`src/rtl/sips4_pkg.sv`:
```
// Shared definitions for the SIPS4 ALU issue path: opcodes, condition codes,
// instruction field positions, flag indices and issue FSM encoding.
package sips4_pkg;

  localparam int unsigned OP_MSB      = 15;
  localparam int unsigned OP_LSB      = 12;
  localparam int unsigned RD_MSB      = 11;
  localparam int unsigned RD_LSB      = 10;
  localparam int unsigned RA_MSB      = 9;
  localparam int unsigned RA_LSB      = 8;
  localparam int unsigned USE_IMM_BIT = 7;
  localparam int unsigned COND_MSB    = 6;
  localparam int unsigned COND_LSB    = 4;
  localparam int unsigned IMM_MSB     = 3;
  localparam int unsigned IMM_LSB     = 0;
  localparam int unsigned RB_MSB      = 1;
  localparam int unsigned RB_LSB      = 0;

  localparam int unsigned FLAG_N = 3;
  localparam int unsigned FLAG_Z = 2;
  localparam int unsigned FLAG_V = 1;
  localparam int unsigned FLAG_C = 0;

  typedef enum logic [3:0] {
    OP_ADD = 4'h0,
    OP_SUB = 4'h1,
    OP_AND = 4'h2,
    OP_OR  = 4'h3,
    OP_XOR = 4'h4,
    OP_LSL = 4'h8,
    OP_LSR = 4'h9,
    OP_ASR = 4'hA
  } opcode_e;

  typedef enum logic [2:0] {
    COND_AL = 3'b000,
    COND_EQ = 3'b001,
    COND_NE = 3'b010,
    COND_MI = 3'b011,
    COND_CS = 3'b100,
    COND_VS = 3'b101,
    COND_CC = 3'b110,
    COND_NV = 3'b111
  } cond_e;

  typedef enum logic [1:0] {
    ST_IDLE = 2'd0,
    ST_EXEC = 2'd1,
    ST_RESP = 2'd2
  } state_e;

  function automatic logic op_legal(input logic [3:0] op);
    case (op)
      OP_ADD, OP_SUB, OP_AND, OP_OR, OP_XOR,
      OP_LSL, OP_LSR, OP_ASR: return 1'b1;
      default:                return 1'b0;
    endcase
  endfunction

  function automatic logic cond_true(input logic [2:0] cond, input logic [3:0] flags);
    case (cond)
      COND_AL: return 1'b1;
      COND_EQ: return flags[FLAG_Z];
      COND_NE: return !flags[FLAG_Z];
      COND_MI: return flags[FLAG_N];
      COND_CS: return flags[FLAG_C];
      COND_VS: return flags[FLAG_V];
      COND_CC: return !flags[FLAG_C];
      default: return 1'b0;
    endcase
  endfunction

endpackage

```
`src/rtl/sips4_regfile.sv`:
```
// 4 x 4-bit register file: two combinational read ports, one synchronous write port.
module sips4_regfile
  import sips4_pkg::*;
#(
  parameter logic [3:0] REG_RESET = 4'h0
) (
  input  logic       clk,
  input  logic       rst_n,
  input  logic       we,
  input  logic [1:0] waddr,
  input  logic [3:0] wdata,
  input  logic [1:0] raddr_a,
  output logic [3:0] rdata_a,
  input  logic [1:0] raddr_b,
  output logic [3:0] rdata_b
);

  logic [3:0] regs [4];

  always_ff @(posedge clk or negedge rst_n) begin
    if (!rst_n) begin
      for (int i = 0; i < 4; i++) regs[i] <= REG_RESET;
    end else if (we) begin
      regs[waddr] <= wdata;
    end
  end

  assign rdata_a = regs[raddr_a];
  assign rdata_b = regs[raddr_b];

endmodule

```
`src/rtl/alu_issue_ctrl.sv`:
```
// Issue controller between fetch and an external 4-bit ALU: accepts one
// instruction, executes it conditionally for one cycle, then holds the response.
module alu_issue_ctrl
  import sips4_pkg::*;
#(
  parameter logic [3:0] FLAGS_RESET = 4'b0000,
  parameter logic [3:0] REG_RESET   = 4'h0
) (
  input  logic        clk,
  input  logic        rst_n,
  input  logic        in_valid,
  output logic        in_ready,
  input  logic [15:0] in_instr,
  output logic [3:0]  alu_op,
  output logic [3:0]  alu_a,
  output logic [3:0]  alu_b,
  input  logic [3:0]  alu_result,
  input  logic [3:0]  alu_flags,
  output logic        out_valid,
  input  logic        out_ready,
  output logic [3:0]  out_data,
  output logic [3:0]  out_flags,
  output logic        out_skipped,
  output logic        out_illegal,
  output logic [3:0]  flags_q
);

  state_e      state;
  logic [15:0] instr_q;
  logic [3:0]  op_hold;
  logic [3:0]  a_hold;
  logic [3:0]  b_hold;

  logic [3:0]  op_field;
  logic [1:0]  rd_field;
  logic [1:0]  ra_field;
  logic [1:0]  rb_field;
  logic [2:0]  cond_field;
  logic [3:0]  imm_field;
  logic        use_imm;

  logic [3:0]  rdata_a;
  logic [3:0]  rdata_b;
  logic [3:0]  operand_b;
  logic        legal;
  logic        take;
  logic        we;

  assign op_field   = instr_q[OP_MSB:OP_LSB];
  assign rd_field   = instr_q[RD_MSB:RD_LSB];
  assign ra_field   = instr_q[RA_MSB:RA_LSB];
  assign rb_field   = instr_q[RB_MSB:RB_LSB];
  assign cond_field = instr_q[COND_MSB:COND_LSB];
  assign imm_field  = instr_q[IMM_MSB:IMM_LSB];
  assign use_imm    = instr_q[USE_IMM_BIT];

  assign operand_b = use_imm ? imm_field : rdata_b;
  assign legal     = op_legal(op_field);
  assign take      = cond_true(cond_field, flags_q);
  assign we        = (state == ST_EXEC) && legal && take;

  sips4_regfile #(
    .REG_RESET (REG_RESET)
  ) u_regfile (
    .clk     (clk),
    .rst_n   (rst_n),
    .we      (we),
    .waddr   (rd_field),
    .wdata   (alu_result),
    .raddr_a (ra_field),
    .rdata_a (rdata_a),
    .raddr_b (rb_field),
    .rdata_b (rdata_b)
  );

  // Outside EXEC the ALU inputs repeat the last issued operation instead of toggling.
  assign alu_op = (state == ST_EXEC) ? op_field  : op_hold;
  assign alu_a  = (state == ST_EXEC) ? rdata_a   : a_hold;
  assign alu_b  = (state == ST_EXEC) ? operand_b : b_hold;

  always_ff @(posedge clk or negedge rst_n) begin
    if (!rst_n) begin
      state       <= ST_IDLE;
      in_ready    <= 1'b1;
      instr_q     <= '0;
      op_hold     <= '0;
      a_hold      <= '0;
      b_hold      <= '0;
      out_valid   <= 1'b0;
      out_data    <= '0;
      out_flags   <= FLAGS_RESET;
      out_skipped <= 1'b0;
      out_illegal <= 1'b0;
      flags_q     <= FLAGS_RESET;
    end else begin
      case (state)
        ST_IDLE: begin
          if (in_valid) begin
            instr_q  <= in_instr;
            in_ready <= 1'b0;
            state    <= ST_EXEC;
          end
        end
        ST_EXEC: begin
          op_hold     <= op_field;
          a_hold      <= rdata_a;
          b_hold      <= operand_b;
          out_illegal <= !legal;
          out_skipped <= legal && !take;
          out_valid   <= 1'b1;
          state       <= ST_RESP;
          if (we) begin
            flags_q   <= alu_flags;
            out_flags <= alu_flags;
            out_data  <= alu_result;
          end else begin
            out_flags <= flags_q;
          end
        end
        ST_RESP: begin
          if (out_ready) begin
            out_valid <= 1'b0;
            in_ready  <= 1'b1;
            state     <= ST_IDLE;
          end
        end
        default: begin
          state    <= ST_IDLE;
          in_ready <= 1'b1;
        end
      endcase
    end
  end

endmodule

```
`config.mk`:
```
export PLATFORM = sky130hd
export DESIGN_NAME = alu_issue_ctrl
export DESIGN_NICKNAME = d
export VERILOG_FILES = /design/src/rtl/sips4_pkg.sv /design/src/rtl/sips4_regfile.sv /design/src/rtl/alu_issue_ctrl.sv
export SDC_FILE = /design/constraint.sdc
export NUM_CORES = 1
export LEC_CHECK = 0
export ABC_AREA = 0
export CAP_MARGIN = 15
export CORE_ASPECT_RATIO = 0.5
export CORE_UTILIZATION = 36
export CTS_CLUSTER_SIZE = 16
export DETAILED_ROUTE_END_ITERATION = 10
export REMOVE_ABC_BUFFERS = 1
export SLEW_MARGIN = 20
export SYNTH_ARGS = -nofsm -noshare
export SYNTH_HDL_FRONTEND = slang
export SYNTH_SLANG_ARGS = --single-unit
```
`constraint.sdc`:
```
create_clock -name clk -period 2.5 [get_ports clk]
set_clock_uncertainty 0.05 [all_clocks]
set_input_delay 0.25 -clock clk [delete_from_list [all_inputs] [get_ports clk]]
set_output_delay 0.25 -clock clk [all_outputs]
set_load 0.05 [all_outputs]
```
==> metrics.txt <==
Seq cells post-synth 58; Port Buffers between 50 and 60; Fillers 576; ratio of cells with drive above 1 in the final layout 0.369; I/O Pins 56; Leakage about 0.0015 uW; root buf cell clkbuf_16; DR vias/cell around 4.9; GRT Overall Usage 0.156; crit path max fanout 8; max incr delay on CP roughly 0.55 ns; Final ANT Viol Nets 0; Distinct cells, synth 33; # Post-CTS Setup Buffers 0; Max-Cap Viols 0; drt initial violations 57; leading cell type in the layout, fill and taps excluded dfrtp_1; Vias between 1500 and 2000; slowest CP cell mux4_2; Antenna diodes 0; gr ovfl total 0; main area contributors after synthesis dfrtp_1 55%, mux2_2 19%, mux4_2 5.2%; worst r2r src instr_q[6]$_DFFE_PN0P_; pwr/cell area roughly 1600 mW/mm2; nets ~270; Worst-Margin Slew slightly above 0.8 ns; commonest cells after routing, fill and taps aside 57 x dfrtp_1, 44 x mux2_2, 42 x clkdlybuf4s50_1; Design Power about 5700 uW; WS Path Type reg2out; Reg clk slew, reported paths 0.05 ns; largest net degree at the start of global routing 29; setup repair after global routing missed its margin no; Critical Path AT a little under 2 ns; Placeable Area slightly below 0.007 mm2; Total Die Area around 0.0075 mm2; first-pass GRT wire length around 8300 um; FF-to-FF End u_regfile.regs[15]$_DFFE_PN0P_; initial cell density of the core 0.379; Data required, critical path 2.20 ns; worst hold slack around 0.31 ns; Max Clock Freq 447 MHz; Tmin final 2.24 ns; Synth area leader dfrtp_1; Final Setup Violations 0; dpl hpwl 3830 um; final hold violation count 0; GP Congestion roughly 0.71; HP Class in2async; Mapped Area 0.00258 mm2; post_cts resized 0; yosys warns 0; Setup crit end kind output port; number of buffers created by CTS 9; DIE WIDTH 122 um; TritonCTS clock tree yes; Seq/Total Area, Yosys 0.564; antenna violations before repair 0; critical path cell sequence mux4_2, mux2i_1, o21ai_0, buf_12; reg2reg path depth 4; outcome complete, no violations; Startpoint Class flip-flop; FP Rows 21; vias in the first global route between 1500 and 2000; Post-Syn Instances 178; H-tree Lvls 3; post-synth top area share 0.553; Mean Syn Cell Area 14.5 um2; worst skew pair latency ~0.32 ns; drt total wl 5180 um; Max-slew headroom 0.454; Sink Count slightly below 60; Slew Limit Fails 0; Worst VDD drop 541 uV; worst-case clock buffer depth 2; Syn-to-layout area delta 37.7%; R2R setup slack 0.26 ns; wire per inst roughly 15 um; First-pass DRT Iterations 4; # DRC 0; Final period util 0.895; die span in y just over 60 um
==> registers in the layout, summed over array words and instances, names as in the netlist <==
name and cells:
instr_q 16, u_regfile.regs 16, a_hold 4, b_hold 4
flags_q 4, op_hold 4, out_data 4, state 2
in_ready 1, out_illegal 1, out_skipped 1, out_valid 1
==> worst max-delay path by stage <==
| stage | end | cells past startpoint | startpoint | slack, ns |
|---|---|---|---|---|
| detailed placement | u_regfile.regs[15]$_DFFE_PN0P_ | 5 | instr_q[5]$_DFFE_PN0P_ | 0.26 |
| floorplan | u_regfile.regs[12]$_DFFE_PN0P_ | 4 | flags_q[0]$_DFFE_PN0P_ | -0.23 |
| CTS | u_regfile.regs[15]$_DFFE_PN0P_ | 5 | instr_q[5]$_DFFE_PN0P_ | 0.24 |
| finish | alu_b[3] | 4 | instr_q[0]$_DFFE_PN0P_ | 0.26 |
| global route | u_regfile.regs[15]$_DFFE_PN0P_ | 5 | flags_q[2]$_DFFE_PN0P_ | 0.12 |
| global placement | u_regfile.regs[13]$_DFFE_PN0P_ | 4 | instr_q[6]$_DFFE_PN0P_ | 0.34 |
==> layer usage <==
layer  vias up  track usage  part of all wire
met5         -            0                 0
met4         0       0.0723             0.015
met3         8       0.0675             0.042
met2        32        0.266              0.50
met1       834        0.176              0.44
li1        768            -                 -
==> per-stage QoR <==
stage                     setup TNS (ns)  setup slack [ns]  utilization  instances  instance area (um2)
final                                  0             0.264        0.522        336                 3550
after floorplan                    -2.14            -0.230            -        167                 2510
after global routing                   0             0.121        0.522        336                 3550
after detailed placement               0             0.259        0.478        319                 3260
after global placement                 0             0.339        0.478        319                 3260
after CTS                              0             0.243        0.522        336                 3550
==> critical path, delay by kind of cell, from the launching register on <==
| family | cells | cell delay, ns |
|---|---|---|
| DFF | 1 | 0.52 |
| buffers and inverters | 1 | 0.22 |
| muxes | 2 | 0.67 |
| AOI/OAI and AO/OA | 1 | 0.19 |
==> logic make-up after synthesis <==
group | count (synthesis) | synth area share
simple gates | 30 | 0.0757
buf+inv | 13 | 0.0282
flops | 58 | 0.564
mux | 58 | 0.278
compound gates | 19 | 0.0549
==> cell type report <==
class / instances / area, um2 / share of cell area
flip-flops and latches: 58 / 1450 / 0.409
multi-input cells: 107 / 1050 / 0.296
repair buffers: 61 / 638 / 0.180
clock buffers: 14 / 274 / 0.0772
well taps: 92 / 115 / 0.0324
clock inverters: 2 / 10.0 / 0.00282
inverters: 2 / 7.51 / 0.00211
==> report_power, final <==
group | leakage [uW] | internal (uW) | switching [uW] | total [uW]
clock | 0.000143 | 747 | 400 | 1150
combinational | 0.000683 | 1240 | 1510 | 2760
sequential | 0.000701 | 1400 | 411 | 1810
==> timing repair <==
action / 4_1_cts / 5_1_grt
endpoints found under the setup margin: 0 / 0
hold buffers: 1 / 0
endpoints found under the hold margin: 11 / 0
==> synthesized netlist by cell type <==
library cell   n
a211o_1        2
a21o_1         1
a21oi_1        7
a22o_1         1
and4b_1        1
and4bb_1       1
buf_1          1
buf_2          1
buf_4          4
buf_6          1
clkbuf_1       4
dfrtp_1       57
dfstp_2        1
inv_1          2
mux2_1         4
mux2_2        44
mux2i_1        4
mux4_2         6
nand2_1        7
nand2b_1       4
nand3_1        1
nor2_1         4
nor2_2         1
nor2b_1        2
nor3_1         3
nor3b_2        2
nor3b_4        1
nor4_1         1
o21ai_0        6
o2bb2ai_2      1
o41ai_4        1
or2_1          1
or3_4          1
No activity file was read; power rests on OpenSTA's default activity.
